[src/rtl/ram_arbiter.sv]
// rtl/ram_arbiter.sv - two-master round-robin arbiter for the single-port data RAM
//
// Shares one 1-cycle (RD_LAT) synchronous RAM between master 0 (CPU load/store)
// and master 1 (debug/loader). At most one access is granted per cycle. The
// current owner keeps the RAM for up to MAX_BURST consecutive grants while the
// other master waits, then ownership hands over with no idle cycle in between.
// Read data is steered back to the issuing master through a tag pipeline.
//
// Ports (x = 0, 1):
//   clk, rst          clock (rising edge), asynchronous active-high reset
//   mx_req/we/addr    request, write flag, word address (held until granted)
//   mx_wdata/wmask    write data and byte enables
//   mx_gnt            request accepted this cycle (combinational)
//   mx_rvalid/rdata   read return pulse and data (data is 0 when not valid)
//   ram_en/we/addr    RAM strobe, write flag, address
//   ram_wdata/wmask   RAM write data and byte enables
//   ram_rdata         RAM read data, valid RD_LAT cycles after a read strobe
module ram_arbiter #(
    parameter int DW        = 64,
    parameter int AW        = 12,
    parameter int RD_LAT    = 1,
    parameter int MAX_BURST = 4
) (
    input  logic            clk,
    input  logic            rst,

    input  logic            m0_req,
    input  logic            m0_we,
    input  logic [AW-1:0]   m0_addr,
    input  logic [DW-1:0]   m0_wdata,
    input  logic [DW/8-1:0] m0_wmask,
    output logic            m0_gnt,
    output logic            m0_rvalid,
    output logic [DW-1:0]   m0_rdata,

    input  logic            m1_req,
    input  logic            m1_we,
    input  logic [AW-1:0]   m1_addr,
    input  logic [DW-1:0]   m1_wdata,
    input  logic [DW/8-1:0] m1_wmask,
    output logic            m1_gnt,
    output logic            m1_rvalid,
    output logic [DW-1:0]   m1_rdata,

    output logic            ram_en,
    output logic            ram_we,
    output logic [AW-1:0]   ram_addr,
    output logic [DW-1:0]   ram_wdata,
    output logic [DW/8-1:0] ram_wmask,
    input  logic [DW-1:0]   ram_rdata
);

    localparam int CW = $clog2(MAX_BURST + 1);
    localparam logic [CW-1:0] MAX_CNT = CW'(MAX_BURST);
    localparam logic [CW-1:0] ONE_CNT = CW'(1);

    typedef enum logic [1:0] {
        IDLE = 2'd0,
        OWN0 = 2'd1,
        OWN1 = 2'd2
    } state_t;

    state_t          state_q, state_d;
    logic [CW-1:0]   cnt_q, cnt_d;
    logic            prio_q, prio_d;

    // Read tag pipeline: stage i holds {valid, master id} of a read issued i+1 cycles ago.
    logic [RD_LAT-1:0] tag_vld_q, tag_vld_d;
    logic [RD_LAT-1:0] tag_id_q, tag_id_d;

    logic gnt_any;   // some master granted this cycle
    logic gnt_id;    // which master (valid when gnt_any)
    logic own;       // current owner id while in OWN0/OWN1
    logic req_own;
    logic req_oth;

    logic            sel_we;
    logic [AW-1:0]   sel_addr;
    logic [DW-1:0]   sel_wdata;
    logic [DW/8-1:0] sel_wmask;

    logic            ret_vld;
    logic            ret_id;

    // Arbitration and next-state logic
    always_comb begin
        state_d = state_q;
        cnt_d   = cnt_q;
        prio_d  = prio_q;
        gnt_any = 1'b0;
        gnt_id  = 1'b0;
        own     = (state_q == OWN1);
        req_own = own ? m1_req : m0_req;
        req_oth = own ? m0_req : m1_req;

        case (state_q)
            IDLE: begin
                if (m0_req && m1_req) begin
                    gnt_any = 1'b1;
                    gnt_id  = prio_q;
                end else if (m0_req) begin
                    gnt_any = 1'b1;
                    gnt_id  = 1'b0;
                end else if (m1_req) begin
                    gnt_any = 1'b1;
                    gnt_id  = 1'b1;
                end
                if (gnt_any) begin
                    state_d = gnt_id ? OWN1 : OWN0;
                    cnt_d   = ONE_CNT;
                end
            end
            OWN0, OWN1: begin
                // The owner may keep going while under its burst budget, or
                // indefinitely when nobody else wants the RAM.
                if (req_own && ((cnt_q < MAX_CNT) || !req_oth)) begin
                    gnt_any = 1'b1;
                    gnt_id  = own;
                    cnt_d   = (cnt_q < MAX_CNT) ? cnt_q + ONE_CNT : MAX_CNT;
                end else if (req_oth) begin
                    gnt_any = 1'b1;
                    gnt_id  = ~own;
                    state_d = own ? OWN0 : OWN1;
                    cnt_d   = ONE_CNT;
                    prio_d  = own;
                end else begin
                    state_d = IDLE;
                    cnt_d   = '0;
                    prio_d  = ~own;
                end
            end
            default: begin
                state_d = IDLE;
                cnt_d   = '0;
            end
        endcase

        // Reset is asynchronous; keep the RAM quiet for the whole assertion.
        if (rst) begin
            gnt_any = 1'b0;
        end
    end

    // Granted master's request fields
    always_comb begin
        sel_we    = gnt_id ? m1_we    : m0_we;
        sel_addr  = gnt_id ? m1_addr  : m0_addr;
        sel_wdata = gnt_id ? m1_wdata : m0_wdata;
        sel_wmask = gnt_id ? m1_wmask : m0_wmask;
    end

    // Tag pipeline shift; a new tag enters only for granted reads
    always_comb begin
        tag_vld_d    = '0;
        tag_id_d     = '0;
        tag_vld_d[0] = gnt_any & ~sel_we;
        tag_id_d[0]  = gnt_id;
        for (int i = 1; i < RD_LAT; i++) begin
            tag_vld_d[i] = tag_vld_q[i-1];
            tag_id_d[i]  = tag_id_q[i-1];
        end
    end

    always_ff @(posedge clk or posedge rst) begin
        if (rst) begin
            state_q   <= IDLE;
            cnt_q     <= '0;
            prio_q    <= 1'b0;
            tag_vld_q <= '0;
            tag_id_q  <= '0;
        end else begin
            state_q   <= state_d;
            cnt_q     <= cnt_d;
            prio_q    <= prio_d;
            tag_vld_q <= tag_vld_d;
            tag_id_q  <= tag_id_d;
        end
    end

    assign m0_gnt    = gnt_any & ~gnt_id;
    assign m1_gnt    = gnt_any &  gnt_id;

    assign ram_en    = gnt_any;
    assign ram_we    = gnt_any & sel_we;
    assign ram_addr  = gnt_any ? sel_addr  : '0;
    assign ram_wdata = gnt_any ? sel_wdata : '0;
    assign ram_wmask = gnt_any ? sel_wmask : '0;

    assign ret_vld   = tag_vld_q[RD_LAT-1];
    assign ret_id    = tag_id_q[RD_LAT-1];

    assign m0_rvalid = ret_vld & ~ret_id;
    assign m1_rvalid = ret_vld &  ret_id;
    assign m0_rdata  = m0_rvalid ? ram_rdata : '0;
    assign m1_rdata  = m1_rvalid ? ram_rdata : '0;

endmodule

[config.mk]
export PLATFORM = sky130hd
export DESIGN_NAME = ram_arbiter
export DESIGN_NICKNAME = d
export VERILOG_FILES = /design/src/rtl/ram_arbiter.sv
export SDC_FILE = /design/constraint.sdc
export NUM_CORES = 1
export LEC_CHECK = 0
export CORE_AREA = 8 8 171 173
export CTS_CLUSTER_SIZE = 16
export DETAILED_ROUTE_END_ITERATION = 8
export DIE_AREA = 0 0 179 181
export PLACE_DENSITY = 0.48
export SYNTH_ARGS = -nofsm -noshare
export SYNTH_HDL_FRONTEND = slang
export SYNTH_SLANG_ARGS = --single-unit
[constraint.sdc]
create_clock -name clk -period 3.1 [get_ports clk]
set_input_delay 0.775 -clock clk [delete_from_list [all_inputs] [get_ports clk]]
set_output_delay 0.775 -clock clk [all_outputs]
set_load 0.05 [all_outputs]
# Yosys cells after proc, flatten, opt, wreduce, memory -nomap -nowiden
# Index checks and enable logic that the tools add are counted.
# classes
eq_ne,4
reduce_logical,8
mux,37
magnitude_cmp,1
n_bitwise,11
n_addsub,1
# ops
op,n
$mux 64,4
$mux 12,2
$mux 1,17
$mux 8,2
$mux 2,5
$mux 3,3
$and 1x1->1,6
$pmux 3 s2,1
$not 1->1,5
$ne 2x2->1 const B,2
$pmux 1 s2,2
$pmux 2 s2,1
$reduce_and 2->1,2
$add 3x1->3 const B,1
$lt 3x3->1 const B,1
$eq 2x1->1 const B,1
$eq 2x2->1 const B,1
$logic_and 1x1->1,2
$logic_not 2->1,1
$reduce_or 2->1,1
$logic_not 1->1,1
$logic_or 1x1->1,1
# word_totals
ff_bits,8

# Depth between registers and ports, before layout
# Gate-level depths: netlist (run 1).
# logic_depth
ltp_word,10
mapped_depth,10
depth_no_buf,7

# Least setup slack after synthesis (run 1)
# Ideal clock, no wire load.
# synth_path
path_type,in2out
startpoint,input port m0_req
endpoint,output port ram_wdata[41]
required_ps,2325
path_stages,8
n_path_buf,3
path_slack_ps,-256
t_arrival_ps,2581
path_cell_list,buf_2 > mux2_2 > o211ai_2 > a21boi_2 > nor2_2 > buf_6 > buf_4 > o21ai_1
# synth_via
elab_chain_len,8
word_cells_on_any_way,21
# synth_lines
element,line_no,text
"start, declared",27,"input logic m0_req,"
$mux 1,94,req_oth = own ? m0_req : m1_req;
$logic_not 1->1,116,if (req_own && ((cnt_q < MAX_CNT) || !req_oth)) begin
$logic_or 1x1->1,116,
$logic_and 1x1->1,116,
$mux 1,116,
$pmux 1 s2,96,case (state_q)
$mux 64 / $mux 1 (equally long branches),"148, 139",
$mux 64 (*),186,assign ram_wdata = gnt_any ? sel_wdata : '0;
"end, declared",48,"output logic [DW-1:0] ram_wdata,"
# Mark *: on every way between the ends. The rest lies on a longest branch, timed or not. The select of a mux whose other input is x is not followed.

# Worst setup path after layout (run 1)
# layout_path
startpoint,register state_q[1]
endpoint,output port ram_wdata[10]
# layout_via
elab_chain_len,9
word_cells_on_any_way,19
# layout_lines
element,line_no,text
"start, declared",63,"state_t state_q, state_d;"
"start signal, assigned",172,state_q <= state_d;
$eq 2x2->1,"92, 96",
$mux 1,94,
$logic_not 1->1,116,
$logic_or 1x1->1,116,
$logic_and 1x1->1,116,
$mux 1,116,
$pmux 1 s2,96,
$mux 64 / $mux 1 (equally long branches),"148, 139",
$mux 64 (*),186,
# Mark *: on every way between the ends. The rest lies on a longest branch, timed or not.

==> summary.md, run 1 <==
| Metric | Value |
|---|---|
| Die area | `between 0.03 and 0.04 mm2` |
| Top-count cell post-synth | `nand2_1` |
| DP Cell Count | `1,311` |
| Placed instance area | `~0.011 mm2` |
| R2R Setup Slk | `approximately 970 ps` |
| Skew-Pair Late Insertion Delay | `around 230 ps` |
| P&R area growth vs syn | `304.3%` |
| Initial Util | `a little under an eighth` |
| WL final | `31.21 mm` |
| Status | `finished, violations left` |
| # diodes | `0` |
| First-pass GRT wire length | `around 42 mm` |
| Final Cell Area | `about 0.013 mm2` |
| Register bit count reported by yosys | `8` |
| Count of cell types in the netlist | `35` |
| Non-Filler Instances | `approximately 1,400` |
| CP Max Fanout | `16` |
| Worst hold margin | `506.5 ps` |
| Critical path startpoint category | `flop` |
| Ys async rst share | `100.0%` |
| DIE HEIGHT | `181 um` |
| Worst slew pin tran | `577.9 ps` |
| PwrDens | `1051 mW/mm2` |
| CTS Buf Count | `3` |
| Final setup fails | `slightly below 80` |
| Unrepaired setup endpoints after global routing | `true` |
| Largest net degree at the start of global routing | `between 60 and 70` |
| Peak supply drop | `652.2 uV` |
| I/O Pins | `~460` |
| Top FF cell, synth | `dfrtp_1` |
| GRT overflow | `0` |
| Top cells by area, synth | `nand4_1 17%, o21ai_1 14%, and2_1 13%, and3_1 13%, nand2_1 11%` |
| Max cap viols | `0` |
| Min cycle time layout | `around 3200 ps` |
| CP required | `about 2300 ps` |
| Final Hold Vio Count | `0` |
| Root Buffer | `clkbuf_16` |
| Lkg Pwr | `between 5 and 6 nW` |
| Worst endpoint data arrival time | `about 2400 ps` |
| Total power | `around 13 mW` |
| HP Class | `reg -> reg` |
| Synth Instances | `~530` |
| Vias in the first global route | `roughly 6,500` |
| CP Capture Type | `primary output` |
| Placer Congestion | `between 0.8 and 0.9` |
| List of most frequent post-synthesis cells | `89 x nand2_1, 85 x o21ai_1, 84 x nand4_1` |
| Layout cells sized above 1 | `between 40% and 50%` |
| PortBufs | `455` |
| Setup_tns | `-4641 ps` |
| Syn avg cell area | `5.858 um2` |
| Mapped Area | `slightly above 0.003 mm2` |
| Final Max Tran Viols | `0` |
| CTS tree | `yes` |
| Die Width | `approximately 180 um` |
| Worst Slack Setup Final | `-109.0 ps` |
| Max Root-Sink Buffers | `2` |
| Max_slew headroom | `roughly three fifths` |
| Core Footprint | `0.02650 mm2` |
| Tcrit/Tclk final | `103.5%` |
| Mean number of vias per cell | `about 4.5` |
| DRC viols | `0` |
| H-tree depth | `1` |
| Fmax | `311.6 MHz` |
| Row count | `60` |
| Tot GR Track Use | `about 17%` |
| CTS sink cnt | `8` |
| Final ANT Viol Nets | `0` |
| Drt wl/cell | `~23 um` |
| Sequential area share after synthesis | `approximately 6.5%` |
| Synth top area share | `between 10% and 20%` |
| 1st-iter DRT viols | `between 150 and 200` |
| Initial DRT Pass Iterations | `4` |
| Mapped Nets | `a little under 800` |
| Hpwl dp | `roughly 24 mm` |
| Failing checks | `negative setup slack` |
| Initial antenna violation count | `5` |
| Vias | `between 6,000 and 7,000` |
| EDFF count, synth | `0` |
| WS Path Type | `reg -> out` |
| Clk_skew | `between 1.5 and 2 ps` |
| Nets | `~1,300` |
| Yosys Warn Count | `0` |
| Largest area contributor in the netlist | `nand4_1` |
| Clock transition at path regs | `around 40 ps` |
cell families (layout without fill, tap and decap cells):
kind of cell / count (synthesis) / after routing / share of synthesized area (%)
muxes: 5 / 5 / 1.739
buffers and inverters: 76 / 572 / 12.82
AOI/OAI and AO/OA: 108 / 108 / 19.01
adders and majority gates: 5 / 5 / 2.023
DFF: 8 / 8 / 6.472
and+or+nand+nor: 326 / 326 / 57.93
timing repair:
action                     4_1_cts  5_1_grt
setup endpoints to repair       88       88
buffers inserted                22       11
pin swaps                       60       49
cloned                           8       13
hold buffers                     0        0
resized for setup              100       92
report_power, final:
group	leakage, nW	switching [mW]	total [mW]	internal, mW
Sequential	0.101	0.0548	0.207	0.152
Combinational	4.88	6.78	12.7	5.95
Clock	0.0370	0.0469	0.213	0.166
final timing paths:
| check | start | to | cells after the start |
|---|---|---|---|
| setup / recovery | state_q[1] | ram_wdata[10] | 10 |
| hold / removal | cnt_q[1] | cnt_q[1] | 2 |
| setup reg to reg | state_q[0] | cnt_q[0] | 6 |
| hold reg to reg | cnt_q[1] | cnt_q[1] | 2 |
| max in group asynchronous | rst | state_q[1] | 2 |
| min in group asynchronous | rst | state_q[0] | 2 |
placed cells by master, fill, tap and decap left out, drive strengths merged, types with 2 or more instances in the layout:
| cell | netlist | routed |
|---|---|---|
| buf | 38 | 318 |
| clkdlybuf4s50 | 0 | 234 |
| o21ai | 90 | 90 |
| nand2 | 89 | 89 |
| nand4 | 84 | 84 |
| and2 | 66 | 66 |
| and3 | 66 | 66 |
| clkbuf | 32 | 14 |
| nor2 | 10 | 10 |
| dfrtp | 8 | 8 |
| a21oi | 7 | 7 |
| inv | 6 | 6 |
| nand2b | 5 | 5 |
| ha | 5 | 5 |
| mux2 | 3 | 3 |
| nor2b | 2 | 2 |
| a21boi | 2 | 2 |
| a221oi | 2 | 2 |
| mux2i | 2 | 2 |
| o211ai | 2 | 2 |
| nand3 | 2 | 2 |
layer usage:
layer	track usage, %	vias to the layer above	wire, um
li1	-	2889	-
met1	17.72	2874	11370
met2	31.78	297	16460
met3	5.901	20	3150
met4	1.059	6	190
met5	0	-	41
stage by stage:
stage,utilization (%),setup WS (ps)
finish,47.19,-109.0
global route,47.19,-202.6
CTS,44.17,-164.1
detailed placement,40.89,-574.9
global placement,40.89,-579.6
floorplan,-,-224.3
registers in the layout, summed over array words and instances (netlist names):
signal and flops:
ret_vld 1, ret_id 1, state_q 2, prio_q 1
cnt_q 3
worst max-delay path, stage by stage (launching register included):
cell      delay [ps]
dfrtp_2          470
ha_4             210
buf_6            120
mux2i_4          180
o211ai_2         220
a21boi_4         240
nor2_4            60
buf_12           160
buf_4            180
o21ai_2          200
buf_12           160
layout make-up:
class / instances / area (um2)
Fill cell: 2445 / 14000
Timing Repair Buffer: 563 / 8203
Multi-Input combinational cell: 444 / 3573
Tap cell: 341 / 426.7
Sequential cell: 8 / 201.4
Clock buffer: 3 / 75.07
Inverter: 6 / 25.02
Note: power is estimated with default switching activity, not from simulation.
==> run 2, diff against run 1 <==
--- a/config.mk
+++ b/config.mk
@@ -6,10 +6,11 @@
 export NUM_CORES = 1
 export LEC_CHECK = 0
 export CORE_AREA = 8 8 171 173
-export CTS_CLUSTER_SIZE = 16
+export CTS_CLUSTER_SIZE = 14
 export DETAILED_ROUTE_END_ITERATION = 8
 export DIE_AREA = 0 0 179 181
 export PLACE_DENSITY = 0.48
+export REMOVE_ABC_BUFFERS = 1
 export SYNTH_ARGS = -nofsm -noshare
 export SYNTH_HDL_FRONTEND = slang
 export SYNTH_SLANG_ARGS = --single-unit
==> summary.md, run 2 (synthesis gave the netlist of run 1 again) <==
| Metric | Value |
|---|---|
| Largest regs | `cnt_q x3, state_q x2` |
| Worst slew pin tran | `409.1 ps (-168.9 ps)` |
| Unrepaired setup endpoints after global routing | `true` |
| Hpwl dp | `24.44 mm (+1.6%)` |
| Critical path depth in cells | `11 (+1)` |
| CTS sink cnt | `8 (unchanged)` |
| Die Width | `179 um (unchanged)` |
| Final setup fails | `74 (-6.3%)` |
| CP cell instances | `inv_2 > ha_4 > mux2_4 > o211ai_2 > a21boi_4 > nor2_4 > buf_12 > buf_6 > buf_6 > o21ai_4 > buf_8` |
| Initial Util | `11.67% (unchanged)` |
| Die area | `0.03240 mm2 (unchanged)` |
| CP Max Fanout | `9 (-7)` |
| PortBufs | `455 (unchanged)` |
| Sw frac | `55.74% (+3.4 points)` |
| Tot GR Track Use | `17.17% (+0.53 points)` |
| WS Path Type | `reg -> out` |
| Final ANT Viol Nets | `0 (unchanged)` |
| Min cycle time layout | `3184 ps (-24.98 ps)` |
| Core Footprint | `0.02650 mm2 (unchanged)` |
| Max reg flops | `3 (unchanged)` |
| Final Cell Area | `0.01102 mm2 (-12%)` |
| R2R Setup Slk | `1090 ps (+120 ps)` |
| P&R area growth vs syn | `256.2%` |
| Final Max Tran Viols | `0 (unchanged)` |
| Placer Congestion | `0.9063 (+13%)` |
| Worst slack, placed | `-558.7 ps (+16.13 ps)` |
| WL final | `30.59 mm (-2.0%)` |
| CTS Buf Count | `3 (unchanged)` |
| GRT overflow | `0 (unchanged)` |
| # hold bufs at CTS | `0 (unchanged)` |
| Max incr delay on CP | `400 ps (-70 ps)` |
| Reg-to-Reg End | `ret_vld` |
| Commonest non-fill, non-tap cell in the layout | `clkdlybuf4s50_1` |
| Slowest-stage cell, CP | `dfrtp_1` |
| CP dominant cell by count | `buf_6` |
| Mean number of vias per cell | `4.470 (+0.25%)` |
| Vias in the first global route | `6,412 (-0.82%)` |
| DP Cell Count | `1,303 (-0.61%)` |
| Peak supply drop | `637.5 uV (-2.3%)` |
| Placed instance area | `0.009489 mm2 (-12%)` |
| Clk pwr share | `1.9% (+0.3 points)` |
| Core Util, Final | `41.57% (-5.6 points)` |
| Root Buffer | `clkbuf_16` |
| First-pass GRT wire length | `42.27 mm (+1.5%)` |
| Final Hold Vio Count | `0 (unchanged)` |
| Largest register by flop count | `cnt_q` |
| 1st-iter DRT viols | `233 (+19%)` |
| Setup crit end | `ram_wmask[2]` |
| PwrDens | `1013 mW/mm2 (-3.6%)` |
| Vias | `6,003 (-1.4%)` |
| Initial antenna violation count | `12 (+7)` |
| Fmax | `314.1 MHz (+0.78%)` |
| Tcrit/Tclk final | `102.7% (-0.81 points)` |
| Largest net degree at the start of global routing | `66 (unchanged)` |
| P_sw | `6.220 mW (-9.6%)` |
| Clock transition at path regs | `40 ps (about the same)` |
| Crit path from | `state_q[0]` |
| Max Root-Sink Buffers | `2 (unchanged)` |
| Lkg Pwr | `4.556 nW (-9.1%)` |
| I/O Pins | `456 (unchanged)` |
| Combinational share of power | `96.2% (-0.6 points)` |
| Max cap viols | `0 (unchanged)` |
| Worst Slack Setup Final | `-84.00 ps (+24.98 ps)` |
| CTS tree | `yes` |
| Failing checks | `negative setup slack` |
| CP Capture Type | `primary output` |
| Worst path bufs/invs | `5 (+1)` |
| Worst endpoint data arrival time | `2410 ps (-20 ps)` |
| Internal power | `4.939 mW (-21%)` |
| Non-Filler Instances | `1,343 (-1.6%)` |
| Reg2Reg Depth | `9 (+3)` |
| Commonest cells after routing, fill and taps aside | `234 x clkdlybuf4s50_1, 158 x buf_12, 84 x nand4_1` |
| Initial DRT Pass Iterations | `4 (unchanged)` |
| Crit Reg-Reg Startpoint | `state_q[0]` |
| Skew-Pair Late Insertion Delay | `230 ps (about the same)` |
| Nets | `1,238 (-2.4%)` |
| Max_slew headroom | `72.73% (+11 points)` |
| Seq pwr share | `1.8% (+0.2 points)` |
| Layout cells sized above 1 | `41.39% (-3.8 points)` |
| Worst hold margin | `510.9 ps (+4.333 ps)` |
| Critical path startpoint category | `flop` |
| DIE HEIGHT | `181 um (unchanged)` |
| DRC viols | `0 (unchanged)` |
| Clk_skew | `1.836 ps (-0.1406 ps)` |
| CP required | `2320 ps (about the same)` |
| Drt wl/cell | `22.78 um (-0.36%)` |
| HP Class | `reg -> reg` |
| Row count | `60 (unchanged)` |
| Status | `finished, violations left` |
| Critical path's top delay family | `buffers and inverters` |
| H-tree depth | `1 (unchanged)` |
==> run 2: cell count changes in the layout (fill, tap and decap cells not counted), moves of 2 or more <==
| cell | before | now |
|---|---|---|
| bufbuf_16 | 0 | 2 |
| buf_12 | 230 | 158 |
| diode_2 | 0 | 9 |
| o21ai_2 | 18 | 57 |
| buf_8 | 9 | 11 |
| o21ai_4 | 66 | 18 |
| buf_16 | 7 | 5 |
| clkbuf_16 | 14 | 8 |
| buf_6 | 32 | 78 |
| nand2_1 | 71 | 79 |
| o21ai_1 | 1 | 10 |
| nand2_2 | 15 | 7 |
==> run 2: cell type report <==
type / instances / area (um2)
Sequential cell: 8 / 201.4
Inverter: 6 / 22.52
Clock buffer: 3 / 75.07
Fill cell: 2554 / 15480
Antenna cell: 9 / 22.52
Timing Repair Buffer: 532 / 7168
Multi-Input combinational cell: 444 / 3100
Tap cell: 341 / 426.7
==> run 2: timing repair <==
| item | in CTS | in global routing |
|---|---|---|
| pin swaps | 38 | 20 |
| setup buffers | 11 | 6 |
| gates cloned | 7 | 6 |
| gates resized for setup | 198 | 48 |
| endpoints found under the setup margin | 88 | 87 |
==> run 2: power by group through the flow <==
stage                     combinational [mW]  clock, mW  sequential, mW
after floorplan                         3.28          0           0.238
after global placement                  8.59          0           0.193
after detailed placement                8.58          0           0.194
after CTS                               10.2      0.224           0.201
after global routing                    11.2      0.232           0.211
final                                   10.7      0.218           0.202
==> run 2: worst min-delay path by stage <==
| stage | slack (ps) | to | depth (start not counted) | start |
|---|---|---|---|---|
| finish | 510 | cnt_q[1] | 2 | cnt_q[1] |
| global route | 540 | cnt_q[1] | 2 | cnt_q[1] |
| CTS | 520 | cnt_q[1] | 2 | cnt_q[1] |
| detailed placement | 510 | cnt_q[1] | 2 | cnt_q[1] |
| global placement | 500 | cnt_q[1] | 2 | cnt_q[1] |
| floorplan | 470 | cnt_q[1] | 2 | cnt_q[1] |
==> run 2: routing by layer <==
metal	wire, um	up-vias	GRT usage (%)
met3	3020	36	5.088
met1	10590	2775	17.44
li1	-	2837	-
met4	582	0	5.888
met2	16400	355	32.36
met5	0	-	0
==> run 2: through the flow <==
step / setup TNS, ps / power (mW)
floorplan: -656640 / 3.522
global placement: -36470 / 8.787
detailed placement: -39250 / 8.776
CTS: -1605 / 10.62
global route: -10680 / 11.66
finish: -2683 / 11.16
==> run 2: worst min-delay path: stages, from the launching register on <==
cell and delay (ps):
dfrtp_1 330, nand3_1 60, o21ai_0 70
